File: src/rtl/axi_lite_pkg.sv
// Shared AXI-lite arbitration definitions.
// Contents: FSM state encodings, master identifiers and the OKAY response code.
package axi_lite_pkg;

    // FSM state encodings
    typedef logic [1:0] state_t;
    localparam state_t IDLE = 2'd0;
    localparam state_t RD   = 2'd1;
    localparam state_t WR   = 2'd2;

    // Master identifiers
    localparam logic M_IFU = 1'b0;
    localparam logic M_LSU = 1'b1;

    // Response code
    localparam logic RESP_OKAY = 1'b0;

endpackage

File: src/rtl/rr_arb2.sv
// Two-requester round-robin arbiter, purely combinational.
// Ports:
//   req_i       - request vector, bit n is master n
//   last_i      - id of the master granted most recently
//   en_i        - arbitration enable; no grant when low
//   gnt_id_o    - id of the winning master
//   gnt_valid_o - a grant is being issued this cycle
module rr_arb2 (
    input  logic [1:0] req_i,
    input  logic       last_i,
    input  logic       en_i,
    output logic       gnt_id_o,
    output logic       gnt_valid_o
);

    // On a tie the master that did not win last time gets the grant
    always_comb begin
        gnt_valid_o = en_i & (|req_i);
        gnt_id_o    = 1'b0;
        if (req_i == 2'b11) begin
            gnt_id_o = ~last_i;
        end else if (req_i[1]) begin
            gnt_id_o = 1'b1;
        end
    end

endmodule

File: src/rtl/axi_lite_arbiter2.sv
// Two-master to one-slave AXI-lite arbiter. One transaction in flight at a time.
// Master 0 is the instruction fetch unit, master 1 the load/store unit.
// Ports:
//   clk, rst           - clock, synchronous active-high reset
//   m{0,1}_ar*/r*      - read address / read data channels of each master
//   m{0,1}_aw*/w*/b*   - write address / data / response channels of each master
//   s_*                - slave-side channels towards the shared memory
module axi_lite_arbiter2
    import axi_lite_pkg::*;
#(
    parameter int unsigned ADDR_W = 32,
    parameter int unsigned DATA_W = 32
) (
    input  logic                  clk,
    input  logic                  rst,
    // master 0
    input  logic [ADDR_W-1:0]     m0_araddr,
    input  logic                  m0_arvalid,
    output logic                  m0_arready,
    output logic [DATA_W-1:0]     m0_rdata,
    output logic                  m0_rresp,
    output logic                  m0_rvalid,
    input  logic                  m0_rready,
    input  logic [ADDR_W-1:0]     m0_awaddr,
    input  logic                  m0_awvalid,
    output logic                  m0_awready,
    input  logic [DATA_W-1:0]     m0_wdata,
    input  logic [DATA_W/8-1:0]   m0_wstrb,
    input  logic                  m0_wvalid,
    output logic                  m0_wready,
    output logic                  m0_bresp,
    output logic                  m0_bvalid,
    input  logic                  m0_bready,
    // master 1
    input  logic [ADDR_W-1:0]     m1_araddr,
    input  logic                  m1_arvalid,
    output logic                  m1_arready,
    output logic [DATA_W-1:0]     m1_rdata,
    output logic                  m1_rresp,
    output logic                  m1_rvalid,
    input  logic                  m1_rready,
    input  logic [ADDR_W-1:0]     m1_awaddr,
    input  logic                  m1_awvalid,
    output logic                  m1_awready,
    input  logic [DATA_W-1:0]     m1_wdata,
    input  logic [DATA_W/8-1:0]   m1_wstrb,
    input  logic                  m1_wvalid,
    output logic                  m1_wready,
    output logic                  m1_bresp,
    output logic                  m1_bvalid,
    input  logic                  m1_bready,
    // slave
    output logic [ADDR_W-1:0]     s_araddr,
    output logic                  s_arvalid,
    input  logic                  s_arready,
    input  logic [DATA_W-1:0]     s_rdata,
    input  logic                  s_rresp,
    input  logic                  s_rvalid,
    output logic                  s_rready,
    output logic [ADDR_W-1:0]     s_awaddr,
    output logic                  s_awvalid,
    input  logic                  s_awready,
    output logic [DATA_W-1:0]     s_wdata,
    output logic [DATA_W/8-1:0]   s_wstrb,
    output logic                  s_wvalid,
    input  logic                  s_wready,
    input  logic                  s_bresp,
    input  logic                  s_bvalid,
    output logic                  s_bready
);

    state_t state_q, state_d;
    logic   owner_q, owner_d;
    logic   last_q, last_d;
    logic   ar_done_q, ar_done_d;
    logic   aw_done_q, aw_done_d;
    logic   w_done_q, w_done_d;

    logic [1:0] req_c;
    logic       gnt_id_c;
    logic       gnt_valid_c;
    logic       rd_act_c;
    logic       wr_act_c;

    // Owner-selected request side
    logic [ADDR_W-1:0]   own_araddr_c;
    logic                own_arvalid_c;
    logic                own_rready_c;
    logic [ADDR_W-1:0]   own_awaddr_c;
    logic                own_awvalid_c;
    logic [DATA_W-1:0]   own_wdata_c;
    logic [DATA_W/8-1:0] own_wstrb_c;
    logic                own_wvalid_c;
    logic                own_bready_c;

    logic ar_hs_c;
    logic aw_hs_c;
    logic w_hs_c;
    logic r_hs_c;
    logic b_hs_c;

    assign req_c[0] = m0_arvalid | m0_awvalid | m0_wvalid;
    assign req_c[1] = m1_arvalid | m1_awvalid | m1_wvalid;

    rr_arb2 u_rr_arb2 (
        .req_i       (req_c),
        .last_i      (last_q),
        .en_i        ((state_q == IDLE) & ~rst),
        .gnt_id_o    (gnt_id_c),
        .gnt_valid_o (gnt_valid_c)
    );

    // Outputs are held at zero throughout the reset cycle, whatever the state
    assign rd_act_c = ~rst & (state_q == RD);
    assign wr_act_c = ~rst & (state_q == WR);

    assign own_araddr_c  = (owner_q == M_LSU) ? m1_araddr  : m0_araddr;
    assign own_arvalid_c = (owner_q == M_LSU) ? m1_arvalid : m0_arvalid;
    assign own_rready_c  = (owner_q == M_LSU) ? m1_rready  : m0_rready;
    assign own_awaddr_c  = (owner_q == M_LSU) ? m1_awaddr  : m0_awaddr;
    assign own_awvalid_c = (owner_q == M_LSU) ? m1_awvalid : m0_awvalid;
    assign own_wdata_c   = (owner_q == M_LSU) ? m1_wdata   : m0_wdata;
    assign own_wstrb_c   = (owner_q == M_LSU) ? m1_wstrb   : m0_wstrb;
    assign own_wvalid_c  = (owner_q == M_LSU) ? m1_wvalid  : m0_wvalid;
    assign own_bready_c  = (owner_q == M_LSU) ? m1_bready  : m0_bready;

    // Channel handshakes; done flags block re-issuing an already accepted beat
    assign ar_hs_c = rd_act_c & own_arvalid_c & ~ar_done_q & s_arready;
    assign r_hs_c  = rd_act_c & s_rvalid & own_rready_c;
    assign aw_hs_c = wr_act_c & own_awvalid_c & ~aw_done_q & s_awready;
    assign w_hs_c  = wr_act_c & own_wvalid_c & ~w_done_q & s_wready;
    assign b_hs_c  = wr_act_c & s_bvalid & own_bready_c;

    // State register
    always_ff @(posedge clk) begin
        if (rst) begin
            state_q   <= IDLE;
            owner_q   <= M_IFU;
            last_q    <= M_LSU;
            ar_done_q <= 1'b0;
            aw_done_q <= 1'b0;
            w_done_q  <= 1'b0;
        end else begin
            state_q   <= state_d;
            owner_q   <= owner_d;
            last_q    <= last_d;
            ar_done_q <= ar_done_d;
            aw_done_q <= aw_done_d;
            w_done_q  <= w_done_d;
        end
    end

    // Next-state logic
    always_comb begin
        state_d   = state_q;
        owner_d   = owner_q;
        last_d    = last_q;
        ar_done_d = ar_done_q;
        aw_done_d = aw_done_q;
        w_done_d  = w_done_q;
        case (state_q)
            IDLE: begin
                if (gnt_valid_c) begin
                    owner_d   = gnt_id_c;
                    last_d    = gnt_id_c;
                    ar_done_d = 1'b0;
                    aw_done_d = 1'b0;
                    w_done_d  = 1'b0;
                    // A master presenting both a read and a write is served read first
                    if ((gnt_id_c == M_LSU) ? m1_arvalid : m0_arvalid) begin
                        state_d = RD;
                    end else begin
                        state_d = WR;
                    end
                end
            end
            RD: begin
                if (ar_hs_c) begin
                    ar_done_d = 1'b1;
                end
                if (r_hs_c) begin
                    state_d = IDLE;
                end
            end
            WR: begin
                if (aw_hs_c) begin
                    aw_done_d = 1'b1;
                end
                if (w_hs_c) begin
                    w_done_d = 1'b1;
                end
                if (b_hs_c) begin
                    state_d = IDLE;
                end
            end
            default: begin
                state_d = IDLE;
            end
        endcase
    end

    // Combinational routing between the owner and the slave; everything else stays 0
    always_comb begin
        m0_arready = 1'b0;
        m0_rdata   = '0;
        m0_rresp   = RESP_OKAY;
        m0_rvalid  = 1'b0;
        m0_awready = 1'b0;
        m0_wready  = 1'b0;
        m0_bresp   = RESP_OKAY;
        m0_bvalid  = 1'b0;
        m1_arready = 1'b0;
        m1_rdata   = '0;
        m1_rresp   = RESP_OKAY;
        m1_rvalid  = 1'b0;
        m1_awready = 1'b0;
        m1_wready  = 1'b0;
        m1_bresp   = RESP_OKAY;
        m1_bvalid  = 1'b0;
        s_araddr   = '0;
        s_arvalid  = 1'b0;
        s_rready   = 1'b0;
        s_awaddr   = '0;
        s_awvalid  = 1'b0;
        s_wdata    = '0;
        s_wstrb    = '0;
        s_wvalid   = 1'b0;
        s_bready   = 1'b0;

        if (rd_act_c) begin
            s_araddr  = own_araddr_c;
            s_arvalid = own_arvalid_c & ~ar_done_q;
            s_rready  = own_rready_c;
            if (owner_q == M_LSU) begin
                m1_arready = s_arready & ~ar_done_q;
                m1_rdata   = s_rdata;
                m1_rresp   = s_rresp;
                m1_rvalid  = s_rvalid;
            end else begin
                m0_arready = s_arready & ~ar_done_q;
                m0_rdata   = s_rdata;
                m0_rresp   = s_rresp;
                m0_rvalid  = s_rvalid;
            end
        end

        if (wr_act_c) begin
            s_awaddr  = own_awaddr_c;
            s_awvalid = own_awvalid_c & ~aw_done_q;
            s_wdata   = own_wdata_c;
            s_wstrb   = own_wstrb_c;
            s_wvalid  = own_wvalid_c & ~w_done_q;
            s_bready  = own_bready_c;
            if (owner_q == M_LSU) begin
                m1_awready = s_awready & ~aw_done_q;
                m1_wready  = s_wready & ~w_done_q;
                m1_bresp   = s_bresp;
                m1_bvalid  = s_bvalid;
            end else begin
                m0_awready = s_awready & ~aw_done_q;
                m0_wready  = s_wready & ~w_done_q;
                m0_bresp   = s_bresp;
                m0_bvalid  = s_bvalid;
            end
        end
    end

endmodule

File: config.mk
export PLATFORM = sky130hd
export DESIGN_NAME = axi_lite_arbiter2
export DESIGN_NICKNAME = d
export VERILOG_FILES = /design/src/rtl/axi_lite_pkg.sv /design/src/rtl/rr_arb2.sv /design/src/rtl/axi_lite_arbiter2.sv
export SDC_FILE = /design/constraint.sdc
export NUM_CORES = 1
export LEC_CHECK = 0
export ABC_CLOCK_PERIOD_IN_PS = 2400
export CORE_AREA = 2 2 170 172
export CTS_CLUSTER_SIZE = 14
export DETAILED_ROUTE_END_ITERATION = 8
export DIE_AREA = 0 0 172 174
export PLACE_DENSITY = 0.41
export SLEW_MARGIN = 10
export SYNTH_ARGS = -nofsm -noshare
export SYNTH_HDL_FRONTEND = slang
export SYNTH_HIERARCHICAL = 1
export SYNTH_SLANG_ARGS = --single-unit
File: constraint.sdc
create_clock -name clk -period 2.4 [get_ports clk]
set_clock_uncertainty 0.2 [all_clocks]
set_input_delay 0.48 -clock clk [delete_from_list [all_inputs] [get_ports clk]]
set_output_delay 0.48 -clock clk [all_outputs]
set_load 0.01 [all_outputs]
Yosys cells after proc, flatten, opt, wreduce, memory -nomap -nowiden --
Cells that the tools add are included.
Word-level totals: input bits 251, flip-flop bits (word level) 7
Cells by class: equality and inequality tests 9, muxes and demuxes 65, reductions and logical operators 9, bitwise gates (word level) 32
Operator list (number):
- two-way mux 32 bit | 10
- two-way mux 1 bit | 45
- AND 1 bit | 23
- != test 2 bit, second input constant | 6
- AND reduction 3 bit | 4
- two-way mux 2 bit | 4
- two-way mux 4 bit | 2
- one-hot mux 1 bit (2 select lines) | 3
- one-hot mux 2 bit (3 select lines) | 1
- inverter 1 bit | 5
- == test 2 bit, second input constant | 2
- OR 1 bit | 4
- nonzero test 2 bit | 2
- == test 2 x 1 -> 1 bit, second input constant | 1
- logical NOT 2 bit | 1
- AND reduction 2 bit | 1
- OR reduction 2 bit | 1

Depth between registers and ports, before layout --
depth after elaboration 8, gate-level depth with buffers 7, depth with buffers taken out 5

Hierarchy --
Netlist, hierarchy kept.
By module, submodules not included:
- axi_lite_arbiter2 | cells each 377, area each 2479.9 um^2, seq. area each 140.1 um^2, times used 1
- rr_arb2 | cells each 2, area each 18.8 um^2, seq. area each 0.0 um^2, times used 1

Worst setup path before layout --
No wires, ideal clock.
kind input-to-output, from input port rst, to output port m0_bvalid, stages 4, arrival 1521 ps, path slack 199 ps, cells stage by stage or3b_1 > clkbuf_1 > clkbuf_1 > nor3_1
Between the ends: cells in the longest elaborated chain, start to end 3
Ends and longest elaborated chain:
- from (decl) | line axi_lite_arbiter2.sv:15 | input logic rst,
- inverter 1 bit | line axi_lite_arbiter2.sv:115 | assign wr_act_c = ~rst & (state_q == WR);
- AND 1 bit | line axi_lite_arbiter2.sv:115
- two-way mux 1 bit | line axi_lite_arbiter2.sv:247 | if (wr_act_c) begin
- to (decl) | line axi_lite_arbiter2.sv:32 | output logic m0_bvalid,
No other way between the ends.

Worst setup path in the final report --
from register state_q[1], to output port m0_rdata[20]
Between the ends: cells in the longest elaborated chain, start to end 3
Ends and longest elaborated chain:
- from (decl) | line axi_lite_arbiter2.sv:72 | state_t state_q, state_d;
- from (signal assigned) | line axi_lite_arbiter2.sv:144 | state_q <= state_d;
- == test 2 x 1 -> 1 bit | line axi_lite_arbiter2.sv:114 | assign rd_act_c = ~rst & (state_q == RD);
- AND 1 bit | line axi_lite_arbiter2.sv:114
- two-way mux 32 bit | line axi_lite_arbiter2.sv:230 | if (rd_act_c) begin
- to (decl) | line axi_lite_arbiter2.sv:20 | output logic [DATA_W-1:0] m0_rdata,
No other way between the ends.

==> flow_summary_export.csv <==
group,metric,value,unit
grt,overflow,0,
placement,dp_hpwl,15490,um
sta,timing.slew.headroom,67.96,%
power,ir_drop,0.0001355,V
drt,wl,19780,um
power,swShare,34.36,%
clocking,root_buffer,"clkbuf_16",
power,p_switching,0.0006406,W
synth,synth_nets,630,
floorplanning,core,28240,um2
placement,io_buffers,433,
worst_setup_path,r2r-start,"state_q[1]",
power,p_seq_share,7.4,%
placement,placed_cells,1205,
min_path,hold-path-endpoint,"aw_done_q",
worst_setup_path,r2r_end,"state_q[1]",
drt,wl_per_cell,15.93,um
synth,postSynth.asyncResetShare,0,%
power,cellLeakagePower,3.532,nW
drt,dr_total_vias,4543,
sta,tightest_slew,474.6,ps
power,pwr-share-clk,15.4,%
clocking,worstSkewPairLatency,230,ps
finish,num_antenna_cells,0,
floorplanning,dieArea,29930,um2
clocking,h-tree-depth,1,
floorplanning,die_y,174,um
grt,grt_max_degree,34,
floorplanning,fp.dieW,172,um
clocking,cts.reportedPaths.clkPinSlew,40,ps
clocking,cts.sinks,7,
min_path,hp-class,"reg2reg",
synth,syn_area,2499,um2
finish,final_common_cell,"clkdlybuf4s50_1",
worst_setup_path,endpoint_kind,"output pin",
sta,hold_viol_final,0,
worst_setup_path,cp_cell_sequence,"or3b_4, buf_6, nor2_4, buf_12, buf_6, buf_6, and2_1, buf_2",
clocking,cts_hold_buf,0,
min_path,hold_depth,2,
outcome,violations,"negative setup slack",
finish,drive_above_1_share,36.25,%
sta,rsz0062_at_grt,"true",
synth,synth_edf_count,0,
clocking,clk_path_buf_depth,2,
sta,finalSetupViolCount,23,
clocking,cts_tree,"done",
synth,synthFlopType,"dfxtp_1",
sta,fmax,0.4034,GHz
finish,synthToLayoutAreaGrowth,224.3,%
placement,post-place-ws,-793.1,ps
floorplanning,rows,62,
grt,grt_pass1_wl,27810,um
worst_setup_path,critPathLaunch,"state_q[1]",
synth,syn_area_per_cell,6.593,um2
worst_setup_path,crit_fanout,7,
worst_setup_path,path_common_cell,"buf_6",
drt,drtPass1Iterations,4,
drt,drt-vias-per-instance,3.658,
worst_setup_path,ff2ff_path_depth,6,
synth,yosysWarnings,6,
synth,synth_cell_types,24,
finish,final_cell_mix,"clkdlybuf4s50_1, mux2i_1, nor2_1",
finish,fin_cells,1242,
finish,nets,1110,
power,power_density,230.1,nW/um2
worst_setup_path,slowest_stage,"or3b_4",
synth,synth-seq-cells,7,
grt,first_global_vias,4630,
sta,post-route-period-util,103.3,%
outcome,status,"finished with violations",
worst_setup_path,crit_type,"reg2out",
worst_setup_path,critPathRequiredTime,1720,ps
drt,remaining_drc_errors,0,
sta,period_minus_slack,2479,ps
worst_setup_path,arrival,1800,ps
worst_setup_path,r2r_slack,490,ps
job,maxCapViolations,0,
worst_setup_path,max_stage_delay,440,ps
finish,fillers,3102,
floorplanning,ios,434,
grt,grt_usage,12.08,%
power,p_comb_share,77.1,%
clocking,numCtsBuffers,3,
power,intPower,0.001224,W
placement,postPlaceCellArea,7600,um2
synth,ys_seq_area_share,5.608,%
drt,ant_nets,0,
finish,final-seq-area,146.4,um2
floorplanning,initial_core_util,8.849,%
worst_setup_path,worstSetupStartpointType,"flip-flop",
sta,report.final.slew_viol_count,0,
drt,drt_iter0_drc,76,
sta,fin_ws,-78.69,ps
placement,gp_congestion,0.7611,
min_path,holdCritStartpoint,"aw_done_q",
finish,multi_input_area,2489,um2
grt,antenna_found_initial,0,
finish,fin_area,8104,um2
synth,syn_inst,379,
## power groups by stage
stage | logic (W) | registers, W | clock network, W
2_1_floorplan | 0.000458 | 0.000135 | 0
5_1_grt | 0.00155 | 0.000140 | 0.000301
3_3_place_gp | 0.00128 | 0.000139 | 0
3_5_place_dp | 0.00127 | 0.000139 | 0
4_1_cts | 0.00141 | 0.000139 | 0.000291
6_report | 0.00144 | 0.000139 | 0.000287
## layer usage
metal | wire length [um] | up-vias | global-route usage (%)
met5 | 0 | - | 0
met2 | 10760 | 261 | 24.87
met3 | 1779 | 7 | 2.550
met1 | 7156 | 2028 | 12.64
met4 | 86 | 0 | 1.050
li1 | - | 2247 | -
## stage by stage
stage	utilization, %	total power (W)	hold slack (ps)	setup TNS [ps]
2_1_floorplan	-	0.0005926	244.6	0
3_3_place_gp	26.91	0.001416	265.3	-110960
3_5_place_dp	26.91	0.001411	274.6	-114410
4_1_cts	28.34	0.001843	278.0	-4022
5_1_grt	28.70	0.001986	298.2	-4015
6_report	28.70	0.001865	279.9	-882.1
## cell families (layout without fill, tap and decap cells)
group | count (synthesis) | after routing | synth area share (%)
buffers and inverters | 43 | 522 | 7.361
AO/OA/AOI/OAI | 11 | 11 | 3.105
flip-flops | 7 | 7 | 5.608
multiplexers | 106 | 106 | 42.66
AND/OR/NAND/NOR | 212 | 212 | 41.26
## how the worst max path moves through the flow
| stage | to | depth (start not counted) | slack [ps] |
|---|---|---|---|
| final | m0_rdata[20] | 8 | -80 |
| after global routing | m0_rdata[1] | 8 | -130 |
| after CTS | s_wstrb[1] | 8 | -180 |
| after detailed placement | m0_arready | 6 | -790 |
| after global placement | m0_arready | 6 | -800 |
| after floorplan | m0_bvalid | 4 | 200 |
## layout make-up
class	instances	share of cell area (%)
clock buffers	4	0.9727
inverters	5	0.2316
multi-input cells	329	30.71
flip-flops and latches	7	1.806
well taps	384	5.929
repair buffers	513	60.35
## synthesized netlist by cell type (2+ instances only)
master / instances / area [um2]
nor2_1: 111 / 416.7
mux2i_1: 102 / 1021
and3_1: 34 / 212.7
and2_1: 33 / 206.5
clkbuf_1: 19 / 71.32
buf_2: 15 / 75.07
nand2_1: 12 / 45.04
dfxtp_1: 7 / 140.1
a21oi_1: 6 / 30.03
nor3_1: 6 / 30.03
inv_1: 5 / 18.77
mux2_2: 4 / 45.04
nor3b_1: 4 / 30.03
or3b_1: 4 / 35.03
clkbuf_2: 3 / 15.01
nand2b_1: 3 / 18.77
o211a_1: 2 / 20.02
or3_1: 2 / 12.51
or3b_2: 2 / 17.52
## critical path, delay by kind of cell (launching register included)
family / cells / cell delay (ps)
AND/OR/NAND/NOR: 3 / 640
buffers and inverters: 5 / 600
flip-flops: 1 / 320
## registers in the layout, summed over array words and instances (netlist names)
signal and cells:
ar_done_q 1, aw_done_q 1, last_q 1, owner_q 1
state_q 2, w_done_q 1
## timing repair
item / 4_1_cts / 5_1_grt
buffers inserted: 26 / 2
setup endpoints to repair: 183 / 121
gates cloned: 9 / 1
gates resized for setup: 615 / 166
pin swaps: 27 / 17
Power figures use the tool's default switching activity.
